--- config.mk ---
export PLATFORM = sky130hd
export DESIGN_NAME = display_console_writer
export DESIGN_NICKNAME = d
export VERILOG_FILES = /design/src/rtl/display_console_writer.sv
export SDC_FILE = /design/constraint.sdc
export NUM_CORES = 1
export LEC_CHECK = 0
export CAP_MARGIN = 20
export CORE_ASPECT_RATIO = 2
export CORE_MARGIN = 3
export CORE_UTILIZATION = 30
export DETAILED_ROUTE_END_ITERATION = 6
export MAX_ROUTING_LAYER = met4
export SLEW_MARGIN = 25
export SYNTH_ARGS = -nofsm -noshare
export SYNTH_HDL_FRONTEND = slang
export SYNTH_SLANG_ARGS = --single-unit
--- constraint.sdc ---
create_clock -name Clk -period 5.1 [get_ports Clk]
set_input_delay 1.02 -clock Clk [delete_from_list [all_inputs] [get_ports Clk]]
set_output_delay 1.02 -clock Clk [all_outputs]
set_load 0.05 [all_outputs]
--- src/rtl/display_console_writer.sv ---
// Display-port console writer: renders DDR characters into a circular COLS x ROWS text VRAM,
// handling cursor motion, control codes and hardware scroll, and answers with DisplayReady.
module display_console_writer #(
  parameter int COLS   = 80,
  parameter int ROWS   = 30,
  parameter int ADDR_W = 12
) (
  input  logic              Clk,
  input  logic              Reset,
  input  logic              Char_Valid,
  input  logic [15:0]       Char_In,
  output logic              DisplayReady,
  output logic              Busy,
  output logic              Overrun,
  output logic              VRAM_WE,
  output logic [ADDR_W-1:0] VRAM_Addr,
  output logic [7:0]        VRAM_Data,
  output logic [4:0]        Cursor_Row,
  output logic [6:0]        Cursor_Col,
  output logic [4:0]        Top_Row
);
  typedef enum logic [2:0] {CLEAR, IDLE, WRITE, ERASE, SCROLL, DONE} state_t;

  localparam logic [ADDR_W-1:0] CLR_LAST = ADDR_W'(COLS*ROWS-1);
  localparam logic [4:0]        ROW_LAST = 5'(ROWS-1);
  localparam logic [6:0]        COL_LAST = 7'(COLS-1);

  state_t              state_q, state_d;
  logic [ADDR_W-1:0]   cnt_q, cnt_d;
  logic [7:0]          c_q, c_d;
  logic [4:0]          row_q, row_d, top_q, top_d;
  logic [6:0]          col_q, col_d;
  logic                we_q, we_d, rdy_q, rdy_d, busy_q, busy_d, ovr_q, ovr_d;
  logic [ADDR_W-1:0]   addr_q, addr_d;
  logic [7:0]          data_q, data_d;
  logic                accept, do_nl;
  logic [7:0]          ch;
  logic                unused_hi;

  assign ch        = Char_In[7:0];
  assign unused_hi = ^Char_In[15:8];
  // Busy is the visible (registered) state, so a char is only taken once IDLE is on the outputs.
  assign accept    = Char_Valid && (state_q == IDLE) && !busy_q;

  function automatic logic [ADDR_W-1:0] phys(input logic [4:0] t, input logic [4:0] r,
                                             input logic [6:0] c);
    logic [5:0] s;
    s = {1'b0, t} + {1'b0, r};
    if (s >= 6'(ROWS)) s = s - 6'(ROWS);
    return ADDR_W'(s) * ADDR_W'(COLS) + ADDR_W'(c);
  endfunction

  always_comb begin
    state_d = state_q; cnt_d = cnt_q; c_d = c_q;
    row_d = row_q; col_d = col_q; top_d = top_q;
    we_d = 1'b0; addr_d = addr_q; data_d = data_q;
    rdy_d = 1'b0; busy_d = 1'b1; ovr_d = ovr_q | (Char_Valid & ~accept);
    do_nl = 1'b0;
    case (state_q)
      CLEAR: begin
        we_d = 1'b1; addr_d = cnt_q; data_d = 8'h20;
        if (cnt_q == CLR_LAST) begin cnt_d = '0; state_d = DONE; end
        else cnt_d = cnt_q + 1'b1;
      end
      IDLE: begin
        busy_d = accept;
        if (accept) begin
          c_d = ch;
          if (ch >= 8'h20 && ch <= 8'h7E) state_d = WRITE;
          else begin
            case (ch)
              8'h0A: begin col_d = '0; do_nl = 1'b1; end
              8'h0D: begin col_d = '0; state_d = DONE; end
              8'h08: begin
                if (col_q != '0) begin col_d = col_q - 7'd1; state_d = ERASE; end
                else if (row_q != '0) begin
                  row_d = row_q - 5'd1; col_d = COL_LAST; state_d = ERASE;
                end else state_d = DONE;
              end
              8'h0C: begin
                row_d = '0; col_d = '0; top_d = '0; cnt_d = '0; state_d = CLEAR;
              end
              default: state_d = DONE;
            endcase
          end
        end
      end
      WRITE: begin
        we_d = 1'b1; addr_d = phys(top_q, row_q, col_q); data_d = c_q;
        if (col_q == COL_LAST) begin col_d = '0; do_nl = 1'b1; end
        else begin col_d = col_q + 7'd1; state_d = DONE; end
      end
      ERASE: begin
        we_d = 1'b1; addr_d = phys(top_q, row_q, col_q); data_d = 8'h20; state_d = DONE;
      end
      SCROLL: begin
        // top_q already points past the old top row, so ROW_LAST is the freshly exposed row.
        we_d = 1'b1; addr_d = phys(top_q, ROW_LAST, cnt_q[6:0]); data_d = 8'h20;
        if (cnt_q[6:0] == COL_LAST) begin cnt_d = '0; state_d = DONE; end
        else cnt_d = cnt_q + 1'b1;
      end
      DONE: begin rdy_d = 1'b1; state_d = IDLE; end
      default: state_d = IDLE;
    endcase
    if (do_nl) begin
      if (row_q != ROW_LAST) begin row_d = row_q + 5'd1; state_d = DONE; end
      else begin
        top_d = (top_q == ROW_LAST) ? 5'd0 : top_q + 5'd1;
        cnt_d = '0; state_d = SCROLL;
      end
    end
  end

  always_ff @(posedge Clk or posedge Reset) begin
    if (Reset) begin
      state_q <= CLEAR; cnt_q <= '0; c_q <= '0;
      row_q <= '0; col_q <= '0; top_q <= '0;
      we_q <= 1'b0; addr_q <= '0; data_q <= '0;
      rdy_q <= 1'b0; busy_q <= 1'b0; ovr_q <= 1'b0;
    end else begin
      state_q <= state_d; cnt_q <= cnt_d; c_q <= c_d;
      row_q <= row_d; col_q <= col_d; top_q <= top_d;
      we_q <= we_d; addr_q <= addr_d; data_q <= data_d;
      rdy_q <= rdy_d; busy_q <= busy_d; ovr_q <= ovr_d;
    end
  end

  assign DisplayReady = rdy_q;
  assign Busy         = busy_q;
  assign Overrun      = ovr_q;
  assign VRAM_WE      = we_q;
  assign VRAM_Addr    = addr_q;
  assign VRAM_Data    = data_q;
  assign Cursor_Row   = row_q;
  assign Cursor_Col   = col_q;
  assign Top_Row      = top_q;
endmodule

==> impl_metrics.tcl <==
set metrics [dict create \
    outcome "finished clean" \
    overflow 0 \
    drive_gt1_share_pct 8.32 \
    path_class "reg -> reg" \
    fillCellCount 1568 \
    vdd_drop_max_mv 0.153 \
    regArea_um2 1600 \
    clk_latency_ps 330 \
    hold_viol_final 0 \
    clockBufferDepth 2 \
    clock_sinks 64 \
    maxCapViolations 0 \
    area_growth_syn_to_layout_pct 21.3 \
    synth_edf_count 0 \
    initial_core_util_pct 30.9 \
    synth_cell_types 83 \
    grt_pass1_vias 4422 \
    yosys_warnings 0 \
    root_buffer "clkbuf_16" \
    die_h_um 184 \
    diodes 0 \
    num_rows 64 \
    layout_common_cells "64 x dfrtp_1, 51 x clkdlybuf4s50_1, 42 x nand2_1, 39 x a21oi_1, 38 x nor2_1" \
    synth.cell_area_um2 4750 \
    clk_pin_slew_ps 60 \
    tns_ps 0 \
    drv_slew 0 \
    cts_buffers 9 \
    vias_per_cell 5.51 \
    cts.repair.resized 0 \
    first_iter_violations 269 \
    grt_start_max_net_pins 51 \
    drt.antenna.violating_nets 0 \
    grt.total_usage_pct 16.9 \
    h-tree-depth 3 \
    max_slew_margin_pct 41.3 \
    finalSetupViolations 0 \
    routedWlPerCell_um 18.0 \
    cp.required_ps 5310 \
    finalNetCount 621 \
    seq_area_frac_synth_pct 33.7 \
    fin_crit_ps 4560 \
    ctsHoldBuffers 0 \
    io_pins 60 \
    hp-class "reg -> reg" \
    ys_seq_elements 64 \
    synthArstFlopShare_pct 100 \
    postCtsSetupRepairBufs 0 \
    cts_tree "yes" \
    grt_pass1_wl_um 22400 \
    io_buffers 51 \
    drt_wl_total_um 13700 \
    path_max_fanout 11 \
    die_x_um 95.0 \
    leakage_nw 2.43 \
    critPathArrivalTime_ps 4770 \
    powerDensity_nw_per_um2 215 \
    synth_area_per_cell_um2 9.19 \
    syn_inst 517 \
    design.core.area_um2 15400 \
    grt_antenna_before_repair 0 \
    finalPower_w 0.00124 \
    final_common_cell "dfrtp_1" \
    fin_skew_ps 7.69 \
    hpwl_um 10300 \
    synth_nets 578 \
    rsz0062_at_grt "false" \
    place_congestion 0.876 \
    die_area_um2 17500 \
    drtPass1Iterations 4 \
    startpoint_type "flip-flop" \
    yosys_most_used_dff "dfrtp_1" \
    fmax_mhz 219 \
    worst_pin_slew_ps 874 \
    num_vias 4207 \
    multi_input_area_um2 2970 \
    end_kind "flip-flop" \
    fin_crit_sh_pct 89.3 \
    drc 0 \
]
## flip-flops by register name, summed over array words and instances, names as in the netlist
name and flops:
VRAM_WE 1, Top_Row 5, Cursor_Row 5, VRAM_Addr 12
DisplayReady 1, c_q 8, cnt_q 12, Busy 1
Overrun 1, state_q 3, Cursor_Col 7, VRAM_Data 8
## metal layers
metal  global-route usage, %  part of all wire, %  up-vias
li1                        -                    -     2010
met5                       -                    0        -
met1                    16.7                   37     2045
met3                    2.17                  2.7       32
met2                    31.3                   56      120
met4                    8.91                  4.4        0
## Yosys cell counts, types with 3 or more instances
master | n | area share (%)
nand4_1 | 7 | 0.92
nand2b_1 | 3 | 0.39
mux2i_1 | 5 | 1.1
fa_1 | 5 | 2.1
or3_1 | 6 | 0.79
nand2_1 | 42 | 3.3
nand3b_1 | 7 | 1.1
a22oi_1 | 4 | 0.63
o211ai_1 | 3 | 0.47
nand3_1 | 16 | 1.7
a21o_1 | 11 | 1.7
xor2_1 | 10 | 1.8
mux2_2 | 7 | 1.7
and2_1 | 3 | 0.39
nor3_1 | 5 | 0.53
o21ai_1 | 13 | 1.4
a22o_1 | 10 | 1.8
a211o_1 | 3 | 0.55
o21ai_0 | 23 | 2.4
nor2b_1 | 8 | 1.1
and3_1 | 7 | 0.92
ha_1 | 37 | 9.7
nor2_1 | 38 | 3.0
clkbuf_1 | 11 | 0.87
o32ai_1 | 3 | 0.55
a21oi_1 | 39 | 4.1
dfrtp_1 | 64 | 34
buf_2 | 8 | 0.84
nor3b_1 | 8 | 1.3
a31oi_1 | 16 | 2.1
xnor2_1 | 12 | 2.2
o22ai_1 | 4 | 0.53
inv_1 | 20 | 1.6
## cell type report
cell class / count / share of cell area [%]
clock buffer: 10 / 4.14
clock inverter: 6 / 1.58
inverter: 20 / 1.35
multi-input combinational: 410 / 51.5
sequential: 64 / 27.8
tap: 198 / 4.30
timing repair buffer: 55 / 9.37
## report_power, final
| group | switching (W) | total [W] | internal (W) |
|---|---|---|---|
| clock | 0.000252 | 0.000696 | 0.000444 |
| sequential | 0.00000163 | 0.000513 | 0.000511 |
| combinational | 0.0000207 | 0.0000325 | 0.0000118 |
## logic make-up (layout without fill, tap and decap cells)
| kind of cell | Yosys count | count (layout) | synth area share [%] |
|---|---|---|---|
| and+or+nand+nor | 173 | 173 | 20.3 |
| AOI/OAI and AO/OA | 159 | 159 | 22.8 |
| DFF | 64 | 64 | 33.7 |
| buffers and inverters | 43 | 91 | 3.84 |
| adders and majority gates | 42 | 42 | 11.8 |
| xor gates and xnor gates | 23 | 23 | 4.55 |
| muxes | 13 | 13 | 2.95 |
## path summary, 6_finish.rpt
path | cells after the start | from | to | slack (ps)
hold / removal | 1 | Overrun$_DFF_PP0_ | Overrun$_DFF_PP0_ | 470
hold reg to reg | 1 | Overrun$_DFF_PP0_ | Overrun$_DFF_PP0_ | 470
setup / recovery | 15 | Top_Row[0]$_DFF_PP0_ | VRAM_Addr[11]$_DFFE_PP0N_ | 540
max in group asynchronous | 3 | Reset | Top_Row[3]$_DFF_PP0_ | 3280
setup reg to reg | 15 | Top_Row[0]$_DFF_PP0_ | VRAM_Addr[11]$_DFFE_PP0N_ | 540
min in group asynchronous | 2 | Reset | cnt_q[3]$_DFF_PP0_ | 1130
## critical path, cell delays in order (launching register included)
cell,delay (ps)
dfrtp_1,510
ha_1,280
fa_1,420
xor2_1,210
and2_1,200
a31oi_1,240
xor2_1,280
inv_1,110
ha_1,300
ha_1,250
fa_1,420
xor2_1,240
nand3_1,120
or3_1,360
xor3_1,190
a211o_1,300
## metrics by stage
step / area, um2 / worst slack [ps] / hold WS, ps / std cells / utilization [%]
CTS: 5770 / 545 / 484 / 763 / 37.5
finish: 5770 / 544 / 471 / 763 / 37.5
detailed placement: 5440 / 544 / 471 / 747 / 35.4
global route: 5770 / 235 / 496 / 763 / 37.5
global placement: 5430 / 668 / 443 / 747 / 35.3
floorplan: 4750 / 695 / 451 / 517 / -
(Power assumes the default switching activity.)
